File: src/rtl/rtr_inject_sched_pkg.sv
// Shared types and width helpers for the injection scheduler.
// Optional feature macro: RTR_INJECT_SCHED_CREDIT_BYPASS_EN (same-cycle credit bypass).
package rtr_inject_sched_pkg;

    typedef enum logic {
        LockIdle,
        LockLocked
    } lock_state_e;

    // Index width for n items; never collapses to zero bits.
    function automatic int unsigned idx_width(input int unsigned n);
        return (n > 1) ? $clog2(n) : 1;
    endfunction

    // Owner index width, sized from the number of requesters.
    function automatic int unsigned owner_idx_width(input int unsigned num_requesters);
        return idx_width(num_requesters);
    endfunction

    // Counter must hold 0..depth inclusive.
    function automatic int unsigned credit_width(input int unsigned depth);
        return $clog2(depth + 1);
    endfunction

endpackage

File: src/rtl/rtr_inject_sched_rr_arb.sv
// Round-robin arbiter: one-hot grant, pointer moves past the winner only on a grant.
module rtr_inject_sched_rr_arb
    import rtr_inject_sched_pkg::*;
#(
    parameter int unsigned num_req = 4,
    localparam int unsigned IdxW = idx_width(num_req)
) (
    input  logic               clk_i,
    input  logic               rst_ni,
    input  logic [num_req-1:0] req_i,
    output logic [num_req-1:0] gnt_o,
    output logic               gnt_valid_o,
    output logic [IdxW-1:0]    gnt_idx_o
);

    logic [IdxW-1:0] ptr_q, ptr_d;

    always_comb begin
        int unsigned cand;
        cand        = 0;
        gnt_o       = '0;
        gnt_valid_o = 1'b0;
        gnt_idx_o   = '0;
        for (int unsigned i = 0; i < num_req; i++) begin
            cand = (32'(ptr_q) + i) % num_req;
            if (!gnt_valid_o && req_i[cand]) begin
                gnt_valid_o = 1'b1;
                gnt_idx_o   = IdxW'(cand);
            end
        end
        if (gnt_valid_o) begin
            gnt_o[gnt_idx_o] = 1'b1;
        end
    end

    always_comb begin
        ptr_d = ptr_q;
        if (gnt_valid_o) begin
            ptr_d = (gnt_idx_o == IdxW'(num_req - 1)) ? '0 : gnt_idx_o + IdxW'(1);
        end
    end

    always_ff @(posedge clk_i or negedge rst_ni) begin
        if (!rst_ni) begin
            ptr_q <= '0;
        end else begin
            ptr_q <= ptr_d;
        end
    end

endmodule

File: src/rtl/rtr_inject_sched.sv
// Injection scheduler: shares one router injection port across sources with per-VC
// wormhole locks and credits. Macro RTR_INJECT_SCHED_CREDIT_BYPASS_EN enables credit bypass.
module rtr_inject_sched
    import rtr_inject_sched_pkg::*;
#(
    parameter int unsigned num_requesters  = 4,
    parameter int unsigned num_vcs         = 2,
    parameter int unsigned buffer_size     = 8,
    parameter int unsigned flit_data_width = 64,
    localparam int unsigned vc_idx_width   = idx_width(num_vcs)
) (
    input  logic                                       clk,
    input  logic                                       reset,
    input  logic [num_requesters-1:0]                  req_valid,
    input  logic [num_requesters-1:0]                  req_head,
    input  logic [num_requesters-1:0]                  req_tail,
    input  logic [num_requesters*vc_idx_width-1:0]     req_vc,
    input  logic [num_requesters*flit_data_width-1:0]  req_data,
    output logic [num_requesters-1:0]                  req_ready,
    output logic                                       flit_valid,
    output logic                                       flit_head,
    output logic                                       flit_tail,
    output logic [vc_idx_width-1:0]                    flit_vc,
    output logic [flit_data_width-1:0]                 flit_data,
    input  logic                                       credit_valid,
    input  logic [vc_idx_width-1:0]                    credit_vc,
    output logic                                       error
);

    localparam int unsigned OwnerW  = owner_idx_width(num_requesters);
    localparam int unsigned CreditW = credit_width(buffer_size);
    localparam logic [CreditW-1:0] CreditMax = CreditW'(buffer_size);

    logic [num_vcs-1:0]              has_credit;
    logic [num_vcs-1:0]              locked;
    logic [num_vcs-1:0][OwnerW-1:0]  owner;
    logic [num_vcs-1:0]              vc_gnt;
    logic [num_vcs-1:0]              ret_full;

    logic [num_requesters-1:0] eligible;
    logic [num_requesters-1:0] proto_err;
    logic                      gnt_valid;
    logic [OwnerW-1:0]         gnt_idx;

    logic                       flit_valid_q, flit_valid_d;
    logic                       flit_head_q, flit_head_d;
    logic                       flit_tail_q, flit_tail_d;
    logic [vc_idx_width-1:0]    flit_vc_q, flit_vc_d;
    logic [flit_data_width-1:0] flit_data_q, flit_data_d;
    logic                       error_q, error_d;

    // Eligibility and protocol checks; each source targets exactly one VC.
    always_comb begin
        logic [vc_idx_width-1:0] vc;
        logic                    own;
        logic                    idle;
        vc        = '0;
        own       = 1'b0;
        idle      = 1'b0;
        eligible  = '0;
        proto_err = '0;
        for (int r = 0; r < num_requesters; r++) begin
            vc   = req_vc[r*vc_idx_width +: vc_idx_width];
            own  = locked[vc] && (owner[vc] == OwnerW'(r));
            idle = !locked[vc];
            if (req_valid[r]) begin
                if (req_head[r] == own) begin
                    proto_err[r] = 1'b1;
                end
                if (has_credit[vc] && ((idle && req_head[r]) || (own && !req_head[r]))) begin
                    eligible[r] = 1'b1;
                end
            end
        end
    end

    rtr_inject_sched_rr_arb #(
        .num_req (num_requesters)
    ) u_arb (
        .clk_i       (clk),
        .rst_ni      (reset),
        .req_i       (eligible),
        .gnt_o       (req_ready),
        .gnt_valid_o (gnt_valid),
        .gnt_idx_o   (gnt_idx)
    );

    // Grant is one-hot, so an OR-style mux selects the winning flit.
    always_comb begin
        flit_valid_d = gnt_valid;
        flit_head_d  = 1'b0;
        flit_tail_d  = 1'b0;
        flit_vc_d    = '0;
        flit_data_d  = '0;
        for (int r = 0; r < num_requesters; r++) begin
            if (req_ready[r]) begin
                flit_head_d = req_head[r];
                flit_tail_d = req_tail[r];
                flit_vc_d   = req_vc[r*vc_idx_width +: vc_idx_width];
                flit_data_d = req_data[r*flit_data_width +: flit_data_width];
            end
        end
    end

    for (genvar v = 0; v < num_vcs; v++) begin : g_vc
        logic [CreditW-1:0] credit_q, credit_d;
        lock_state_e        lock_q, lock_d;
        logic [OwnerW-1:0]  owner_q, owner_d;
        logic               ret;

        assign ret         = credit_valid && (credit_vc == vc_idx_width'(v));
        assign ret_full[v] = ret && (credit_q == CreditMax);
        assign vc_gnt[v]   = gnt_valid && (flit_vc_d == vc_idx_width'(v));
        assign locked[v]   = (lock_q == LockLocked);
        assign owner[v]    = owner_q;
`ifdef RTR_INJECT_SCHED_CREDIT_BYPASS_EN
        assign has_credit[v] = (credit_q != '0) || ret;
`else
        assign has_credit[v] = (credit_q != '0);
`endif

        always_comb begin
            credit_d = credit_q;
            if (vc_gnt[v] && !ret) begin
                credit_d = credit_q - CreditW'(1);
            end else if (ret && !vc_gnt[v] && !ret_full[v]) begin
                credit_d = credit_q + CreditW'(1);
            end
        end

        // Head+tail packets pass through without taking the lock.
        always_comb begin
            lock_d  = lock_q;
            owner_d = owner_q;
            if (vc_gnt[v]) begin
                if (lock_q == LockIdle && flit_head_d && !flit_tail_d) begin
                    lock_d  = LockLocked;
                    owner_d = gnt_idx;
                end else if (lock_q == LockLocked && flit_tail_d) begin
                    lock_d = LockIdle;
                end
            end
        end

        always_ff @(posedge clk or negedge reset) begin
            if (!reset) begin
                credit_q <= CreditMax;
                lock_q   <= LockIdle;
                owner_q  <= '0;
            end else begin
                credit_q <= credit_d;
                lock_q   <= lock_d;
                owner_q  <= owner_d;
            end
        end
    end

    assign error_d = error_q || (|proto_err) || (|ret_full);

    always_ff @(posedge clk or negedge reset) begin
        if (!reset) begin
            flit_valid_q <= 1'b0;
            flit_head_q  <= 1'b0;
            flit_tail_q  <= 1'b0;
            flit_vc_q    <= '0;
            flit_data_q  <= '0;
            error_q      <= 1'b0;
        end else begin
            flit_valid_q <= flit_valid_d;
            flit_head_q  <= flit_head_d;
            flit_tail_q  <= flit_tail_d;
            flit_vc_q    <= flit_vc_d;
            flit_data_q  <= flit_data_d;
            error_q      <= error_d;
        end
    end

    assign flit_valid = flit_valid_q;
    assign flit_head  = flit_head_q;
    assign flit_tail  = flit_tail_q;
    assign flit_vc    = flit_vc_q;
    assign flit_data  = flit_data_q;
    assign error      = error_q;

endmodule

File: config.mk
export PLATFORM = sky130hd
export DESIGN_NAME = rtr_inject_sched
export DESIGN_NICKNAME = d
export VERILOG_FILES = /design/src/rtl/rtr_inject_sched_pkg.sv /design/src/rtl/rtr_inject_sched_rr_arb.sv /design/src/rtl/rtr_inject_sched.sv
export SDC_FILE = /design/constraint.sdc
export NUM_CORES = 1
export LEC_CHECK = 0
export ABC_CLOCK_PERIOD_IN_PS = 5610
export BUFFER_PORTS_ARGS = -buffer_cell sky130_fd_sc_hd__buf_2
export CAP_MARGIN = 20
export CORE_AREA = 2 2 137 139
export CTS_BUF_LIST = sky130_fd_sc_hd__clkbuf_16
export DETAILED_ROUTE_END_ITERATION = 10
export DIE_AREA = 0 0 139 141
export GPL_ROUTABILITY_DRIVEN = 0
export GPL_TIMING_DRIVEN = 0
export SYNTH_ARGS = -nofsm -noshare
export SYNTH_HDL_FRONTEND = slang
export SYNTH_SLANG_ARGS = --single-unit
File: constraint.sdc
create_clock -name clk -period 5.61 [get_ports clk]
set_input_delay 0.8415 -clock clk [delete_from_list [all_inputs] [get_ports clk]]
set_output_delay 0.8415 -clock clk [all_outputs]
set_load 0.1 [all_outputs]
==> impl_metrics.toml <==
[run_status]
status = "finished, final reports clean"

[routing]
vias = 6828
drc_errors = 0
drt_wl_total_microns = 25270
wl_met1_microns = 10710
ant_nets = 0
drtIter0Drc = 326
routed-wl-met3_microns = 1743
via_per_inst = 5.054
drt_first_pass_iters = 5
wl_met2_microns = 12230
wl_per_cell_microns = 18.71
top_layer_used = "met5"

[critical_path]
rr_worst_depth = 19
crit_top_cell = "buf_2"
crit_chain = "buf_2 -> mux4_2 -> nor3b_4 -> mux2i_1 -> o211a_1 -> inv_1 -> ha_1 -> clkbuf_1 -> buf_1 -> and2_1 -> buf_2"
r2r_slack_ps = 740
r2r-end = "g_vc[0].credit_q[3]$_DFFE_PN1P_"
arrival_ps = 4410
cp-end-kind = "output port"
cp_slowest_cell = "mux4_2"
worst-path-buf-inv = 5
crit_type = "in2out"
cp.required_ps = 4770
crit_fanout = 10
slowest_delay_ps = 580
worst_path_dominant_cell_family = "buffers and inverters"
r2r-start = "g_vc[0].owner_q[0]$_DFFE_PN0P_"
cp-start-kind = "input port"

[timing]
worst_slew_pin_slew_ps = 699.6
fmax_ghz = 0.1905
layout_min_cycle_time_ps = 5248
slew_violations = 0
clock_skew_ps = 4.676
period_share = 0.9355
setup_viol_count_final = 0
hold_viol_final = 0
slew_headroom = 0.5331
rsz0062_at_grt = "false"
fin_tns_setup_ps = 0

[yosys]
netlist_instances = 747
synthesis.nets = 1033
synth_enable_flop_cells = 0
synth-seq-cells = 85
synth_area_per_cell_sq_um = 7.794
netlist_top_cells_count = "196 x a21oi_1, 138 x nor2_1, 83 x dfrtp_1"
synth_area_leaders = "dfrtp_1 36%, a21oi_1 17%, nor2_1 8.9%, nand3b_1 8.6%, nand2_1 4.7%"
synth.most_common_cell = "a21oi_1"
synth_cell_types = 60
seq_area_frac_synth = 0.3658
ys.flop_type = "dfrtp_1"
syn_area_sq_mm = 0.005822
ys_async_sr_fraction = 1.000
netlist.area_leader.share = 0.3568
synth_warnings = 0
yosysTopAreaCell = "dfrtp_1"

[floorplan]
die_y_microns = 141
die_x_microns = 139
initial_core_util = 0.3187
rows = 50
dieArea_sq_mm = 0.01960
core-area_sq_mm = 0.01827
ioPinCount = 349

[worst_hold_path]
hp-class = "reg2reg"
min_path_cells = 2
whs_endpoint = "error$_DFF_PN0_"
hp-start = "error$_DFF_PN0_"

[layout]
finalNetCount = 1393
drive_above_1_share = 0.3570
area_growth_pct = 41.24
n_fill_cell = 1921

[clocking]
clkSinkCount = 85
path_clk_slew_ps = 70
htreeDepth = 3
root_buffer = "clkbuf_16"
clock_path_buffers = 2
cts_tree = "done"
post_cts_buffers = 0
clk-insertion-delay-late_ps = 350
cts_buffers = 9

[global_route]
grt_max_degree = 45
grt_usage = 0.2484
grt_pass1_vias = 6598
grt_antenna_before_repair = 8
grt_pass1_wl_microns = 37410
grt_overflow = 0

[placement]
io_buffer_count = 348
dp_hpwl_microns = 19950

[job]
drv_cap = 0

[power]
p_per_area_mw_per_mm2 = 688.3
ir_drop_v = 0.0003467
p_leak_nw = 4.116
power_mw = 5.660
[sequential cells by signal, summed over array words and instances (netlist names)]
name,count
error,1
flit_data,64
flit_head,1
flit_tail,1
flit_valid,1
flit_vc,1
g_vc.credit_q,8
g_vc.lock_q,2
g_vc.owner_q,4
u_arb.ptr_q,2
[worst max path at each step]
| stage | from | end | slack [ps] | depth (start not counted) |
|---|---|---|---|---|
| after CTS | req_vc[0] | req_ready[1] | 290 | 13 |
| after floorplan | req_vc[2] | req_ready[3] | 530 | 9 |
| after global placement | req_vc[2] | g_vc[0].credit_q[3]$_DFFE_PN1P_ | 280 | 19 |
| after global routing | req_vc[0] | req_ready[0] | 60 | 12 |
| after detailed placement | req_vc[2] | g_vc[0].credit_q[3]$_DFFE_PN1P_ | 250 | 19 |
| final | req_vc[2] | req_ready[0] | 360 | 11 |
[worst register-to-register path, delay by kind of cell, from the launching register on]
family                   cells  cell delay, ps
AO/OA/AOI/OAI                4            1110
flip-flops                   1             420
AND/OR/NAND/NOR              7            1550
multiplexers                 3             960
buffers and inverters        3             330
adder cells (fa/ha/maj)      2             450
[logic make-up after synthesis]
group	share of synthesized area
adder cells (fa/ha/maj)	0.02407
XOR/XNOR	0.01204
flip-flops	0.3658
AND/OR/NAND/NOR	0.2757
buffers and inverters	0.05179
multiplexers	0.04384
AO/OA/AOI/OAI	0.2267
[layer usage]
metal	up-vias	GRT usage
met4	8	0.07549
met1	3191	0.3210
met2	259	0.4104
li1	3329	-
met3	41	0.06454
met5	-	0
[area by class of cell]
type / instances / area (sq um) / area share
Multi-Input combinational cell: 588 / 3391 / 0.4124
Sequential cell: 85 / 2130 / 0.2590
Timing Repair Buffer: 349 / 1772 / 0.2155
Tap cell: 234 / 292.8 / 0.03561
Buffer: 60 / 250.2 / 0.03043
Clock buffer: 9 / 225.2 / 0.02739
Clock inverter: 7 / 97.59 / 0.01187
Inverter: 14 / 52.55 / 0.006391
Antenna cell: 5 / 12.51 / 0.001522
[metrics by stage]
stage / worst slack [ps] / util / instance area [sq um] / instances / hold slack, ps
floorplan: 529.8 / - / 5822 / 747 / 486.0
global placement: 277.5 / 0.4301 / 7856 / 1329 / 467.0
detailed placement: 246.0 / 0.4317 / 7886 / 1330 / 476.9
CTS: 290.1 / 0.4494 / 8209 / 1346 / 496.9
global route: 60.78 / 0.4500 / 8220 / 1350 / 521.1
finish: 361.8 / 0.4501 / 8223 / 1351 / 483.5
[layout by cell type, fill, tap and decap left out, types with 3 or more instances in the layout]
cell / synthesis / final
a221oi_1: 3 / 3
buf_2: 4 / 351
mux2_2: 4 / 4
inv_1: 12 / 12
nor3_1: 7 / 7
dfrtp_1: 83 / 83
nand3_1: 6 / 6
o2111ai_1: 3 / 3
clkbuf_16: 0 / 9
clkbuf_1: 37 / 36
nor2b_1: 5 / 5
xnor2_1: 6 / 6
diode_2: 0 / 5
mux2_1: 6 / 6
a21oi_1: 196 / 196
nand3b_1: 67 / 67
a21o_1: 3 / 3
ha_1: 8 / 8
nand2_1: 73 / 73
buf_1: 16 / 16
o2111a_1: 3 / 3
and2_1: 4 / 4
nor2_1: 138 / 138
o21ai_0: 3 / 3
mux2i_1: 12 / 12
[repair_timing]
item	CTS	global route
hold buffers	0	0
endpoints found under the setup margin	0	1
resized for setup	0	2
[where the power goes]
part	leakage [nW]	internal [mW]	total [mW]	switching (mW)
logic	2.87	1.12	4.03	2.91
clock network	0.152	0.393	0.676	0.283
registers	1.10	0.847	0.956	0.109
(Power assumes the default switching activity.)
